==> config.mk <==
export PLATFORM = sky130hd
export DESIGN_NAME = packed_conv_mac_pipe_flat
export DESIGN_NICKNAME = d
export VERILOG_FILES = /design/src/rtl/packed_conv_mac_pipe_pkg.sv /design/src/rtl/packed_conv_mac_pipe_if.sv /design/src/rtl/packed_conv_mac_pipe_mul.sv /design/src/rtl/packed_conv_mac_pipe.sv /design/src/flat_wrapper.sv
export SDC_FILE = /design/constraint.sdc
export NUM_CORES = 1
export LEC_CHECK = 0
export ABC_AREA = 0
export CAP_MARGIN = 5
export CELL_PAD_IN_SITES_DETAIL_PLACEMENT = 0
export CELL_PAD_IN_SITES_GLOBAL_PLACEMENT = 1
export CORE_UTILIZATION = 44
export DETAILED_ROUTE_END_ITERATION = 10
export GPL_TIMING_DRIVEN = 0
export PLACE_DENSITY_LB_ADDON = 0.1
export SLEW_MARGIN = 10
export SYNTH_ARGS = -nofsm -noshare
export SYNTH_HDL_FRONTEND = slang
export SYNTH_SLANG_ARGS = --single-unit
==> constraint.sdc <==
create_clock -name clk -period 5.44 [get_ports clk]
set_clock_uncertainty 0.15 [all_clocks]
set_input_delay 1.088 -clock clk [delete_from_list [all_inputs] [get_ports clk]]
set_output_delay 1.088 -clock clk [all_outputs]
set_load 0.01 [all_outputs]
==> src/rtl/packed_conv_mac_pipe_pkg.sv <==
// Shared types and helpers for the packed convolution MAC pipeline.
// Holds the per-beat tag struct that travels alongside the data, the
// minimum multiplier depth and the accumulator saturation bound helpers
// (the helpers are only referenced when MAC_SATURATE_EN is defined).
package packed_conv_mac_pkg;

    localparam int MUL_STAGES_MIN = 1;
    // Widest accumulator the saturation bound helpers can describe.
    localparam int SAT_MAX_W      = 64;

    typedef struct packed {
        logic vld;
        logic first;
        logic last;
        logic sgn;
    } beat_tag_t;

    // Largest representable accumulator value, right-aligned in SAT_MAX_W bits.
    function automatic logic [SAT_MAX_W-1:0] sat_hi(input int acc_w, input logic sgn);
        logic [SAT_MAX_W-1:0] one;
        one = 1;
        if (sgn) return (one << (acc_w - 1)) - one;
        return (one << acc_w) - one;
    endfunction

    // Smallest representable accumulator value; only the low acc_w bits matter.
    function automatic logic [SAT_MAX_W-1:0] sat_lo(input int acc_w, input logic sgn);
        if (sgn) return ~sat_hi(acc_w, 1'b1);
        return '0;
    endfunction

endpackage

==> src/rtl/packed_conv_mac_pipe_if.sv <==
// Beat/result bus of the packed convolution MAC. The master side drives
// the clock enable and operand beats and observes the group results;
// the slave side is the MAC itself.
interface packed_conv_mac_pipe_if
    import packed_conv_mac_pkg::*;
#(
    parameter int A_W   = 10,
    parameter int B_W   = 10,
    parameter int ACC_W = 32
) ();

    logic             ce;
    logic             in_valid;
    logic             in_first;
    logic             in_last;
    logic             in_signed;
    logic [A_W-1:0]   in_a;
    logic [B_W-1:0]   in_b;
    logic             out_valid;
    logic [ACC_W-1:0] out_data;
    logic             out_ovf;

    modport master (
        output ce, in_valid, in_first, in_last, in_signed, in_a, in_b,
        input  out_valid, out_data, out_ovf
    );

    modport slave (
        input  ce, in_valid, in_first, in_last, in_signed, in_a, in_b,
        output out_valid, out_data, out_ovf
    );

endinterface

==> src/rtl/packed_conv_mac_pipe_mul.sv <==
// packed_conv_mac_mul: registered multiplier of MUL_STAGES depth for the
// packed convolution MAC. Each beat chooses signed or unsigned operands
// through its tag; the tag is delayed alongside the product. All
// registers are frozen while i_ce is low; only the tags are reset.
module packed_conv_mac_mul
    import packed_conv_mac_pkg::*;
#(
    parameter int A_W        = 10,
    parameter int B_W        = 10,
    parameter int MUL_STAGES = 2
) (
    input  logic             clk,
    input  logic             reset,
    input  logic             i_ce,
    input  beat_tag_t        i_tag,
    input  logic [A_W-1:0]   i_a,
    input  logic [B_W-1:0]   i_b,
    output beat_tag_t        o_tag,
    output logic [A_W+B_W-1:0] o_p
);

    localparam int P_W = A_W + B_W;

    // Operands are extended to the full product width so the low P_W bits
    // of the product are exact for both signed and unsigned beats.
    logic               w_sa;
    logic               w_sb;
    logic signed [P_W-1:0] w_a_x;
    logic signed [P_W-1:0] w_b_x;
    logic signed [P_W-1:0] w_prod;

    assign w_sa   = i_tag.sgn & i_a[A_W-1];
    assign w_sb   = i_tag.sgn & i_b[B_W-1];
    assign w_a_x  = $signed({{B_W{w_sa}}, i_a});
    assign w_b_x  = $signed({{A_W{w_sb}}, i_b});
    assign w_prod = w_a_x * w_b_x;

    beat_tag_t        r_tag_pm  [MUL_STAGES];
    logic [P_W-1:0]   r_prod_pm [MUL_STAGES];

    // Stage 1..MUL_STAGES boundary: tag shift register (control, reset).
    always_ff @(posedge clk) begin
        if (!reset) begin
            for (int s = 0; s < MUL_STAGES; s++) r_tag_pm[s] <= '0;
        end else if (i_ce) begin
            r_tag_pm[0] <= i_tag;
            for (int s = 1; s < MUL_STAGES; s++) r_tag_pm[s] <= r_tag_pm[s-1];
        end
    end

    // Stage 1..MUL_STAGES boundary: product register chain (data, no reset).
    always_ff @(posedge clk) begin
        if (i_ce) begin
            r_prod_pm[0] <= w_prod;
            for (int s = 1; s < MUL_STAGES; s++) r_prod_pm[s] <= r_prod_pm[s-1];
        end
    end

    assign o_tag = r_tag_pm[MUL_STAGES-1];
    assign o_p   = r_prod_pm[MUL_STAGES-1];

endmodule

==> src/rtl/packed_conv_mac_pipe.sv <==
// packed_conv_mac_pipe: ce-stallable pipelined multiply-accumulate for the
// packed convolution datapath. Input register, MUL_STAGES multiplier
// stages, accumulate stage and output stage; latency MUL_STAGES+2.
// One result per first..last group, delivered as a one-ce-cycle pulse.
// Optional feature macro: MAC_SATURATE_EN -- accumulate adds clamp to the
// ACC_W bounds and out_ovf reports a sticky per-group clamp flag. Without
// it the accumulator wraps and out_ovf is tied low.
module packed_conv_mac_pipe
    import packed_conv_mac_pkg::*;
#(
    parameter int A_W        = 10,
    parameter int B_W        = 10,
    parameter int ACC_W      = 32,
    parameter int MUL_STAGES = 2
) (
    input  logic                   clk,
    input  logic                   reset,
    packed_conv_mac_pipe_if.slave  bus
);

    localparam int P_W = A_W + B_W;

    if (ACC_W < P_W) begin : g_acc_w_chk
        $error("packed_conv_mac_pipe: ACC_W must be at least A_W+B_W");
    end
    if (MUL_STAGES < MUL_STAGES_MIN) begin : g_mul_stages_chk
        $error("packed_conv_mac_pipe: MUL_STAGES must be at least 1");
    end
`ifdef MAC_SATURATE_EN
    if (ACC_W > SAT_MAX_W) begin : g_sat_w_chk
        $error("packed_conv_mac_pipe: saturation supports ACC_W up to 64");
    end
`endif

    beat_tag_t        r_tag_p0;
    logic [A_W-1:0]   r_a_p0;
    logic [B_W-1:0]   r_b_p0;

    beat_tag_t        w_tag_m;
    logic [P_W-1:0]   w_p_m;

    logic [ACC_W-1:0] w_ext;
    logic [ACC_W-1:0] w_acc_nxt;
    logic [ACC_W-1:0] r_acc_pa;
    logic             r_done_pa;
    logic             r_valid_po;
    logic [ACC_W-1:0] r_data_po;

`ifdef MAC_SATURATE_EN
    logic             w_ovf_nxt;
    logic             r_ovf_pa;
    logic             r_ovf_po;
    logic [ACC_W:0]   w_sat;

    // Accumulate add with clamping; returns {clamped, value}. Signed beats
    // treat acc as two's complement, unsigned beats treat it as unsigned.
    function automatic logic [ACC_W:0] sat_add(input logic [ACC_W-1:0] acc,
                                               input logic [ACC_W-1:0] ext,
                                               input logic             sgn);
        logic [ACC_W:0]   sum;
        logic [ACC_W-1:0] hi;
        logic [ACC_W-1:0] lo;
        sum = {1'b0, acc} + {1'b0, ext};
        hi  = ACC_W'(sat_hi(ACC_W, sgn));
        lo  = ACC_W'(sat_lo(ACC_W, sgn));
        if (sgn) begin
            if ((acc[ACC_W-1] == ext[ACC_W-1]) && (sum[ACC_W-1] != acc[ACC_W-1]))
                return {1'b1, (acc[ACC_W-1] ? lo : hi)};
        end else if (sum[ACC_W]) begin
            return {1'b1, hi};
        end
        return {1'b0, sum[ACC_W-1:0]};
    endfunction

    assign w_sat = sat_add(r_acc_pa, w_ext, w_tag_m.sgn);
`endif

    // Stage 0 boundary: capture beat tags (control, reset).
    always_ff @(posedge clk) begin
        if (!reset) begin
            r_tag_p0 <= '0;
        end else if (bus.ce) begin
            r_tag_p0.vld   <= bus.in_valid;
            r_tag_p0.first <= bus.in_first;
            r_tag_p0.last  <= bus.in_last;
            r_tag_p0.sgn   <= bus.in_signed;
        end
    end

    // Stage 0 boundary: capture operands (data, no reset).
    always_ff @(posedge clk) begin
        if (bus.ce) begin
            r_a_p0 <= bus.in_a;
            r_b_p0 <= bus.in_b;
        end
    end

    packed_conv_mac_mul #(
        .A_W        (A_W),
        .B_W        (B_W),
        .MUL_STAGES (MUL_STAGES)
    ) u_mul (
        .clk   (clk),
        .reset (reset),
        .i_ce  (bus.ce),
        .i_tag (r_tag_p0),
        .i_a   (r_a_p0),
        .i_b   (r_b_p0),
        .o_tag (w_tag_m),
        .o_p   (w_p_m)
    );

    // Product widened per the beat's own signedness.
    assign w_ext = w_tag_m.sgn ? ACC_W'($signed(w_p_m)) : ACC_W'(w_p_m);

    // Next accumulator value: load on first, add otherwise, hold on bubbles.
    always_comb begin
        w_acc_nxt = r_acc_pa;
`ifdef MAC_SATURATE_EN
        w_ovf_nxt = r_ovf_pa;
`endif
        if (w_tag_m.vld) begin
            if (w_tag_m.first) begin
                w_acc_nxt = w_ext;
`ifdef MAC_SATURATE_EN
                w_ovf_nxt = 1'b0;
`endif
            end else begin
`ifdef MAC_SATURATE_EN
                w_acc_nxt = w_sat[ACC_W-1:0];
                w_ovf_nxt = r_ovf_pa | w_sat[ACC_W];
`else
                w_acc_nxt = r_acc_pa + w_ext;
`endif
            end
        end
    end

    // Accumulate stage boundary: running sum and group-complete tag.
    always_ff @(posedge clk) begin
        if (!reset) begin
            r_acc_pa  <= '0;
            r_done_pa <= 1'b0;
`ifdef MAC_SATURATE_EN
            r_ovf_pa  <= 1'b0;
`endif
        end else if (bus.ce) begin
            r_acc_pa  <= w_acc_nxt;
            r_done_pa <= w_tag_m.vld & w_tag_m.last;
`ifdef MAC_SATURATE_EN
            r_ovf_pa  <= w_ovf_nxt;
`endif
        end
    end

    // Output stage boundary: one pulse per group, result held until the next.
    always_ff @(posedge clk) begin
        if (!reset) begin
            r_valid_po <= 1'b0;
            r_data_po  <= '0;
`ifdef MAC_SATURATE_EN
            r_ovf_po   <= 1'b0;
`endif
        end else if (bus.ce) begin
            r_valid_po <= r_done_pa;
            if (r_done_pa) begin
                r_data_po <= r_acc_pa;
`ifdef MAC_SATURATE_EN
                r_ovf_po  <= r_ovf_pa;
`endif
            end
        end
    end

    assign bus.out_valid = r_valid_po;
    assign bus.out_data  = r_data_po;
`ifdef MAC_SATURATE_EN
    assign bus.out_ovf   = r_ovf_po;
`else
    assign bus.out_ovf   = 1'b0;
`endif

endmodule

==> src/flat_wrapper.sv <==
// flat-port wrapper written by rule: the top's interface ports become plain ports
module packed_conv_mac_pipe_flat import packed_conv_mac_pkg::*;
#(
    parameter int A_W        = 10,
    parameter int B_W        = 10,
    parameter int ACC_W      = 32,
    parameter int MUL_STAGES = 2
)
  (clk, reset, bus_ce, bus_in_valid, bus_in_first, bus_in_last, bus_in_signed, bus_in_a, bus_in_b, bus_out_valid, bus_out_data, bus_out_ovf);
  packed_conv_mac_pipe_if #(.A_W(A_W), .B_W(B_W), .ACC_W(ACC_W)) bus_i ();
  input  logic clk;
  input  logic reset;
  input wire logic [$bits(bus_i.ce)-1:0] bus_ce;
  input wire logic [$bits(bus_i.in_valid)-1:0] bus_in_valid;
  input wire logic [$bits(bus_i.in_first)-1:0] bus_in_first;
  input wire logic [$bits(bus_i.in_last)-1:0] bus_in_last;
  input wire logic [$bits(bus_i.in_signed)-1:0] bus_in_signed;
  input wire logic [$bits(bus_i.in_a)-1:0] bus_in_a;
  input wire logic [$bits(bus_i.in_b)-1:0] bus_in_b;
  output wire logic [$bits(bus_i.out_valid)-1:0] bus_out_valid;
  output wire logic [$bits(bus_i.out_data)-1:0] bus_out_data;
  output wire logic [$bits(bus_i.out_ovf)-1:0] bus_out_ovf;
  assign bus_i.ce = bus_ce;
  assign bus_i.in_valid = bus_in_valid;
  assign bus_i.in_first = bus_in_first;
  assign bus_i.in_last = bus_in_last;
  assign bus_i.in_signed = bus_in_signed;
  assign bus_i.in_a = bus_in_a;
  assign bus_i.in_b = bus_in_b;
  assign bus_out_valid = bus_i.out_valid;
  assign bus_out_data = bus_i.out_data;
  assign bus_out_ovf = bus_i.out_ovf;
  packed_conv_mac_pipe #(.A_W(A_W), .B_W(B_W), .ACC_W(ACC_W), .MUL_STAGES(MUL_STAGES)) u_core (.clk(clk), .reset(reset), .bus(bus_i));
endmodule
==> results.txt, run 1 <==
Detail Placement HPWL = 17,800 um
Antenna Cells = 0
Final Power = 5.69 mW
share of synthesized registers carrying an async set or reset = 0%
final-report hold violation count = 0
share of the core filled with cells in the final layout = 54.2%
Routed Antenna Nets = 0
area of the core = 23,800 um^2
max-capacitance violation count = 0
class of the most critical setup path = reg2reg
clock latency on the worst-skew pair = 0.43 ns
Worst path max stage delay = 0.55 ns
vias per cell = 5.01
fraction of synthesized cell area taken by the top area cell type = 20.0%
detailed-route wire length = 23,700 um
cell with the most instances after synthesis = sky130_fd_sc_hd__inv_1
CTS Sinks = 138
CP Cell Sequence = clkbuf_8, and2_1, fa_1, fa_1, fa_1, fa_1, inv_1, fa_1, inv_1, ha_4, and2_4, a31o_2, a41o_1, o41ai_4, o2111ai_1, a21oi_1, xnor2_1
I/O pin total = 61
relative area change from synthesis to final layout = 19.3%
worst slew margin relative to its limit = 40.1%
via count of the first global-routing pass = 7,858
signal arrival time at the worst endpoint = 5.35 ns
unrepaired setup endpoints after global routing = yes
global-route wire length before repair = 39,500 um
Chip Height = 159 um
dominant register cell in the synthesized netlist = sky130_fd_sc_hd__dfxtp_1
number of enable-type register cells in the synthesized netlist = 68
highest-utilization routing layer at the global route stage = met2
power per cell area = 442 nW/um^2
status = complete, no violations
yosys synthesis warning count = 0
clock tree from TritonCTS = built
number of remaining DRC errors = 0
worst hold path class = reg2reg
cell type group with the largest total delay on the critical path = adder cells
leakage power summed over all cells = 5.66 nW
fmax = 0.187 GHz
first drt pass iteration count = 4
crit path launch type = register
Post-Syn Area per Cell = 9.81 um^2
clock slew at the register clock pins of the worst setup and hold paths = 0.07 ns
share of post-route cells with drive strength above 1 = 10.5%
area enclosed by the die boundary = 25,200 um^2
crit path max-delay cell type = sky130_fd_sc_hd__fa_1
starting density of the core = 45.4%
IO Port Bufs = 59
final weighted congestion in routability-driven placement = 0.886
most prevalent standard cell on the critical path = sky130_fd_sc_hd__fa_1
distinct cell type count after synthesis = 63
GR Layer Usage met2 = 36.0%
Synth top cells by count = sky130_fd_sc_hd__inv_1 (157), sky130_fd_sc_hd__nand2_1 (151), sky130_fd_sc_hd__fa_1 (108), sky130_fd_sc_hd__ha_1 (75), sky130_fd_sc_hd__dfxtp_1 (70)
clock buffers created by TritonCTS = 17
worst-case clock buffer depth = 2
final worst path period share = 98.1%
deepest level of the CTS H-tree = 4
buffer cell driving the clock tree root = sky130_fd_sc_hd__clkbuf_16
required time reported for the critical path endpoint = 5.46 ns
maximum number of pins on one net before global-route repair = 62
DR vias = 7,699
fin nets = 1,415
setup-violating endpoint count in the final report = 0
cell depth of the worst min-delay path = 0
number of logic stages on the critical path including buffering = 17
Global Route met3 Usage = 3.59%
Initial DRC Count = 269
Slew Viols, Final = 0
crit path buf inv count = 3
Post-Synthesis Net Count = 1,310
fraction of the yosys area taken by sequential cells = 31.9%
number of antenna violations at the first check in global routing = 0
flops & latches, synth = 138
width of the chip = 159 um
peak supply drop = 0.351 mV
ranking of synthesized cells by area = sky130_fd_sc_hd__fa_1 (20%), sky130_fd_sc_hd__edfxtp_1 (19%), sky130_fd_sc_hd__dfxtp_1 (13%), sky130_fd_sc_hd__ha_1 (8.7%), sky130_fd_sc_hd__inv_1 (5.5%)
CP Capture Type = register
largest fanout on the critical path = 10
R2R depth = 17
Worst Max-Slew Pin Slew = 0.898 ns
hold slack = 0.266 ns
Yosys top cell by area = sky130_fd_sc_hd__fa_1
Core Rows = 56
met1 track utilization from global routing = 26.2%
CTS Hold Bufs = 0
Cell Area, Synth = 10,800 um^2
total global routing track utilization = 20.6%
remaining global-route overflow = 0
routed length per instance = 15.4 um
shortest clock period the worst path allows after layout = 5.34 ns
post-synthesis cell count = 1,100
## report_power, final
part	switching, mW	leakage [nW]	internal, mW
Sequential	0.0732	1.25	1.39
Combinational	1.56	4.11	1.48
Clock	0.476	0.299	0.705
Total	2.11	5.66	3.58
## metrics by stage
stage	area (um^2)	setup slack (ns)	instances	TNS, ns
after floorplan	10800	0.0358	1100	0
after global placement	11800	-0.830	1478	-11.97
after detailed placement	11800	-0.650	1478	-1.77
after CTS	12700	0.000873	1531	0
after global routing	12900	-0.0905	1537	-0.173
final	12900	0.102	1537	0
## sequential cells by signal, summed over array words and instances (netlist names)
signal / flops
u_core.bus.out_data: 32
u_core.bus.out_valid: 1
u_core.r_a_p0: 10
u_core.r_acc_pa: 32
u_core.r_b_p0: 10
u_core.r_done_pa: 1
u_core.r_tag_p0: 4
u_core.u_mul.r_prod_pm: 40
u_core.u_mul.r_tag_pm: 8
## repair_timing
action                                  4_1_cts  5_1_grt
gates cloned                                  1        0
gates resized for setup                      51       32
pin swaps                                    15       20
setup buffers                                24        6
endpoints found under the setup margin        5        4
## final timing paths
kind | from | end | slack (ns)
max reg2reg | u_core.r_a_p0[4] | u_core.u_mul.r_prod_pm[0][19] | 0.10
max | u_core.r_a_p0[4] | u_core.u_mul.r_prod_pm[0][19] | 0.10
min reg2reg | u_core.u_mul.r_prod_pm[0][16] | u_core.u_mul.r_prod_pm[0][36] | 0.27
min | u_core.u_mul.r_prod_pm[0][16] | u_core.u_mul.r_prod_pm[0][36] | 0.27
## cells in the final DEF (no fill, tap or decap), types with 14 or more instances in the layout
cell type,netlist,final
sky130_fd_sc_hd__edfxtp_1,68,68
sky130_fd_sc_hd__dfxtp_1,70,69
sky130_fd_sc_hd__clkdlybuf4s50_1,0,58
sky130_fd_sc_hd__a21o_1,14,14
sky130_fd_sc_hd__clkbuf_16,0,20
sky130_fd_sc_hd__o211a_1,18,18
sky130_fd_sc_hd__nor2_1,24,24
sky130_fd_sc_hd__inv_1,157,152
sky130_fd_sc_hd__xnor2_1,33,33
sky130_fd_sc_hd__nand2_1,151,149
sky130_fd_sc_hd__and2_1,54,50
sky130_fd_sc_hd__a21boi_0,37,37
sky130_fd_sc_hd__buf_4,2,35
sky130_fd_sc_hd__o21ai_0,33,33
sky130_fd_sc_hd__clkbuf_1,50,32
sky130_fd_sc_hd__fa_1,108,103
sky130_fd_sc_hd__a21oi_1,46,43
sky130_fd_sc_hd__ha_1,75,71
## layer usage
layer  wire (um)  vias to the layer above  share of wire [%]
li1            -                     3828                  -
met1       11000                     3722                 46
met2       11700                      126                 49
met3         684                       23                2.9
met4         373                        0                1.6
met5           0                        -                  0
## logic make-up after synthesis
group                    synth area share, %
AO/OA/AOI/OAI                           13.8
XOR/XNOR                                3.73
adder cells (fa/ha/maj)                 28.7
buffers and inverters                   7.34
flip-flops                              31.9
multiplexers                           0.847
other                                 0.0348
AND/OR/NAND/NOR                         13.6
## final cells by class
cell class | count | area, um^2
Buffer | 48 | 329
Clock inverter | 10 | 100
Clock buffer | 22 | 497
Tap cell | 319 | 399
Fill cell | 2193 | 10900
Sequential cell | 138 | 3450
Multi-Input combinational cell | 753 | 6690
Timing Repair Buffer | 90 | 825
Inverter | 157 | 589
(Power assumes the default switching activity.)
==> run 2: changes to the inputs <==
--- a/config.mk
+++ b/config.mk
@@ -17,3 +17,4 @@
 export SYNTH_ARGS = -nofsm -noshare
 export SYNTH_HDL_FRONTEND = slang
 export SYNTH_SLANG_ARGS = --single-unit
+export TNS_END_PERCENT = 50
==> results of run 2 <==
No change in the layout: final DEF, timing and power equal those of run 1.
==> run 3: changes to the inputs <==
--- a/config.mk
+++ b/config.mk
@@ -6,12 +6,11 @@
 export NUM_CORES = 1
 export LEC_CHECK = 0
 export ABC_AREA = 0
-export CAP_MARGIN = 5
 export CELL_PAD_IN_SITES_DETAIL_PLACEMENT = 0
 export CELL_PAD_IN_SITES_GLOBAL_PLACEMENT = 1
 export CORE_UTILIZATION = 44
 export DETAILED_ROUTE_END_ITERATION = 10
-export GPL_TIMING_DRIVEN = 0
+export GPL_TIMING_DRIVEN = 1
 export PLACE_DENSITY_LB_ADDON = 0.1
 export SLEW_MARGIN = 10
 export SYNTH_ARGS = -nofsm -noshare
==> run 3 against run 2 <==
Against the previous run:
- global-route usage fell by 1.2 points
- via count fell by 1.9%
- die area did not move
- first-iteration DRC count fell by 3.0%
- sequential power barely moved
- critical path depth rose by 2
- flip-flop and latch count did not move
- largest power group unchanged
==> results.txt, run 3 (synthesized netlist as in run 1, its figures left out) <==
status = complete, no violations
buffer cell driving the clock tree root = sky130_fd_sc_hd__clkbuf_16
Critical Path End = u_core.u_mul.r_prod_pm[0][19]
hold path startpoint = u_core.u_mul.r_prod_pm[0][9]
starting density of the core = 45.4% (unchanged)
Chip Height = 159 um (unchanged)
via count of the first global-routing pass = 7,625 (-3.0%)
cell type group with the largest total delay on the critical path = adder cells
Register-to-Register Setup Slack = 0.1 ns (about the same)
Worst path max stage delay = 0.56 ns (about the same)
signal arrival time at the worst endpoint = 5.36 ns (about the same)
relative area change from synthesis to final layout = 18.5%
number of logic stages on the critical path including buffering = 19 (+2)
clock tree from TritonCTS = built
leading cell types in the layout, fill and taps excluded = sky130_fd_sc_hd__inv_1 (150), sky130_fd_sc_hd__nand2_1 (149), sky130_fd_sc_hd__fa_1 (102)
Placement Cell Area = 11,900 um^2 (+0.87%)
DR vias = 7,554 (-1.9%)
maximum number of pins on one net before global-route repair = 50 (-19%)
RR Endpoint = u_core.u_mul.r_prod_pm[0][19]
area of combinational cells with multiple inputs = 6650 um^2 (-0.60%)
IO Port Bufs = 59 (unchanged)
clock buffers created by TritonCTS = 17 (unchanged)
width of the chip = 159 um (unchanged)
class of the most critical setup path = reg2reg
max-capacitance violation count = 0 (unchanged)
worst hold path class = reg2reg
Layout fillers = 2,193 (unchanged)
routed length per instance = 14.7 um (-4.4%)
Antenna Cells = 0 (unchanged)
remaining global-route overflow = 0 (unchanged)
setup-violating endpoint count in the final report = 0 (unchanged)
Slew Viols, Final = 0 (unchanged)
register name with the most flops = u_core.u_mul.r_prod_pm
final weighted congestion in routability-driven placement = 0.914 (+3.1%)
CTS Hold Bufs = 0 (unchanged)
Finished Cell Area = 12,800 um^2 (-0.71%)
vias per cell = 4.96 (-1.0%)
number of flip-flops in the largest register = 40 (unchanged)
Critical path origin = u_core.r_b_p0[9]
clock latency on the worst-skew pair = 0.42 ns (about the same)
CTS Sinks = 138 (unchanged)
Worst Max-Slew Pin Slew = 0.959 ns (+0.0613 ns)
clock slew at the register clock pins of the worst setup and hold paths = 0.06 ns (about the same)
I/O pin total = 61 (unchanged)
total global routing track utilization = 19.4% (-1.2 points)
final worst path period share = 98.2% (about the same)
R2R depth = 19 (+2)
area of the core = 23,800 um^2 (unchanged)
worst-case clock buffer depth = 2 (unchanged)
peak supply drop = 0.347 mV (-1.0%)
leading cell type in the layout, fill and taps excluded = sky130_fd_sc_hd__inv_1
CP Capture Type = register
shortest clock period the worst path allows after layout = 5.34 ns (+0.00429 ns)
fin nets = 1,402 (-0.92%)
largest fanout on the critical path = 5 (-5)
crit path buf inv count = 4 (+1)
crit path launch type = register
CP Cell Sequence = buf_6, nand2_4, or2_4, fa_1, fa_2, inv_2, fa_2, inv_2, fa_2, fa_1, inv_2, ha_4, and2_4, a31o_4, a41o_1, o41ai_4, o2111ai_1, a21oi_1, xnor2_1
Routed Antenna Nets = 0 (unchanged)
final-report hold violation count = 0 (unchanged)
Reg-to-Reg Start = u_core.r_b_p0[9]
detailed-route wire length = 22,500 um (-5.2%)
crit path max-delay cell type = sky130_fd_sc_hd__fa_2
deepest level of the CTS H-tree = 4 (unchanged)
Detail Placement HPWL = 17,400 um (-2.7%)
leakage power summed over all cells = 5.68 nW (+0.48%)
Core Rows = 56 (unchanged)
number of remaining DRC errors = 0 (unchanged)
required time reported for the critical path endpoint = 5.46 ns (about the same)
first drt pass iteration count = 4 (unchanged)
power per cell area = 437 nW/um^2 (-0.98%)
Final Power = 5.59 mW (-1.7%)
share of post-route cells with drive strength above 1 = 12.0% (+1.5 points)
unrepaired setup endpoints after global routing = yes
worst slew margin relative to its limit = 36.0% (-4.1 points)
global-route wire length before repair = 37,500 um (-5.0%)
number of antenna violations at the first check in global routing = 0 (unchanged)
area enclosed by the die boundary = 25,200 um^2 (unchanged)
fmax = 0.187 GHz (about the same)
footprint of the flip-flops and latches = 3440 um^2 (-0.11%)
Initial DRC Count = 261 (-3.0%)
[run 3: worst register-to-register path, cell delays in order, from the launching register on]
cell and delay (ns):
sky130_fd_sc_hd__edfxtp_1 0.38, sky130_fd_sc_hd__buf_6 0.11, sky130_fd_sc_hd__nand2_4 0.06, sky130_fd_sc_hd__or2_4 0.26
sky130_fd_sc_hd__fa_1 0.49, sky130_fd_sc_hd__fa_2 0.55, sky130_fd_sc_hd__inv_2 0.04, sky130_fd_sc_hd__fa_2 0.56
sky130_fd_sc_hd__inv_2 0.04, sky130_fd_sc_hd__fa_2 0.39, sky130_fd_sc_hd__fa_1 0.55, sky130_fd_sc_hd__inv_2 0.05
sky130_fd_sc_hd__ha_4 0.15, sky130_fd_sc_hd__and2_4 0.14, sky130_fd_sc_hd__a31o_4 0.20, sky130_fd_sc_hd__a41o_1 0.24
sky130_fd_sc_hd__o41ai_4 0.35, sky130_fd_sc_hd__o2111ai_1 0.14, sky130_fd_sc_hd__a21oi_1 0.17, sky130_fd_sc_hd__xnor2_1 0.09
[run 3: worst min-delay path by stage]
| stage | endpoint | cells past startpoint |
|---|---|---|
| floorplan | u_core.u_mul.r_prod_pm[0][20] | 0 |
| global placement | u_core.u_mul.r_prod_pm[0][39] | 0 |
| detailed placement | u_core.u_mul.r_prod_pm[0][27] | 0 |
| CTS | u_core.u_mul.r_prod_pm[0][29] | 0 |
| global route | u_core.u_mul.r_prod_pm[0][33] | 0 |
| finish | u_core.u_mul.r_prod_pm[0][29] | 0 |
[run 3: what timing repair did]
action	in CTS	in global routing
pin swaps	0	25
resized for setup	0	32
cloned	0	0
endpoints found under the setup margin	1	3
hold endpoints to repair	0	0
setup buffers	2	23
[run 3: area by class of cell]
type | count | share of cell area (%)
Clock buffer | 19 | 3.63
Clock inverter | 13 | 1.01
Inverter | 157 | 4.61
Multi-Input combinational cell | 753 | 52.0
Sequential cell | 138 | 26.9
Tap cell | 319 | 3.12
Timing Repair Buffer | 125 | 8.68
[run 3: per-stage QoR]
stage / std cells / utilization [%] / TNS (ns) / hold slack, ns / worst slack [ns]
floorplan: 1100 / - / 0 / 0.250 / 0.0358
global placement: 1468 / 50.1 / 0 / 0.251 / 0.0554
detailed placement: 1468 / 50.1 / -0.0124 / 0.255 / -0.0124
CTS: 1502 / 52.7 / 0 / 0.263 / 0.0255
global route: 1524 / 53.8 / -0.158 / 0.273 / -0.104
finish: 1524 / 53.8 / 0 / 0.262 / 0.0975
[run 3: layer usage]
metal	wire (um)	share of wire, %	track usage (%)	vias up
met1	10700	48	25.3	3662
li1	-	-	-	3798
met3	384	1.7	3.38	13
met5	0	0	0	-
met4	223	0.99	5.31	0
met2	11200	50	33.1	81
[run 3: power breakdown]
group / leakage, nW / switching, mW / internal [mW]
Clock: 0.298 / 0.492 / 0.682
Sequential: 1.25 / 0.0724 / 1.39
Combinational: 4.14 / 1.54 / 1.41
Total: 5.68 / 2.11 / 3.48
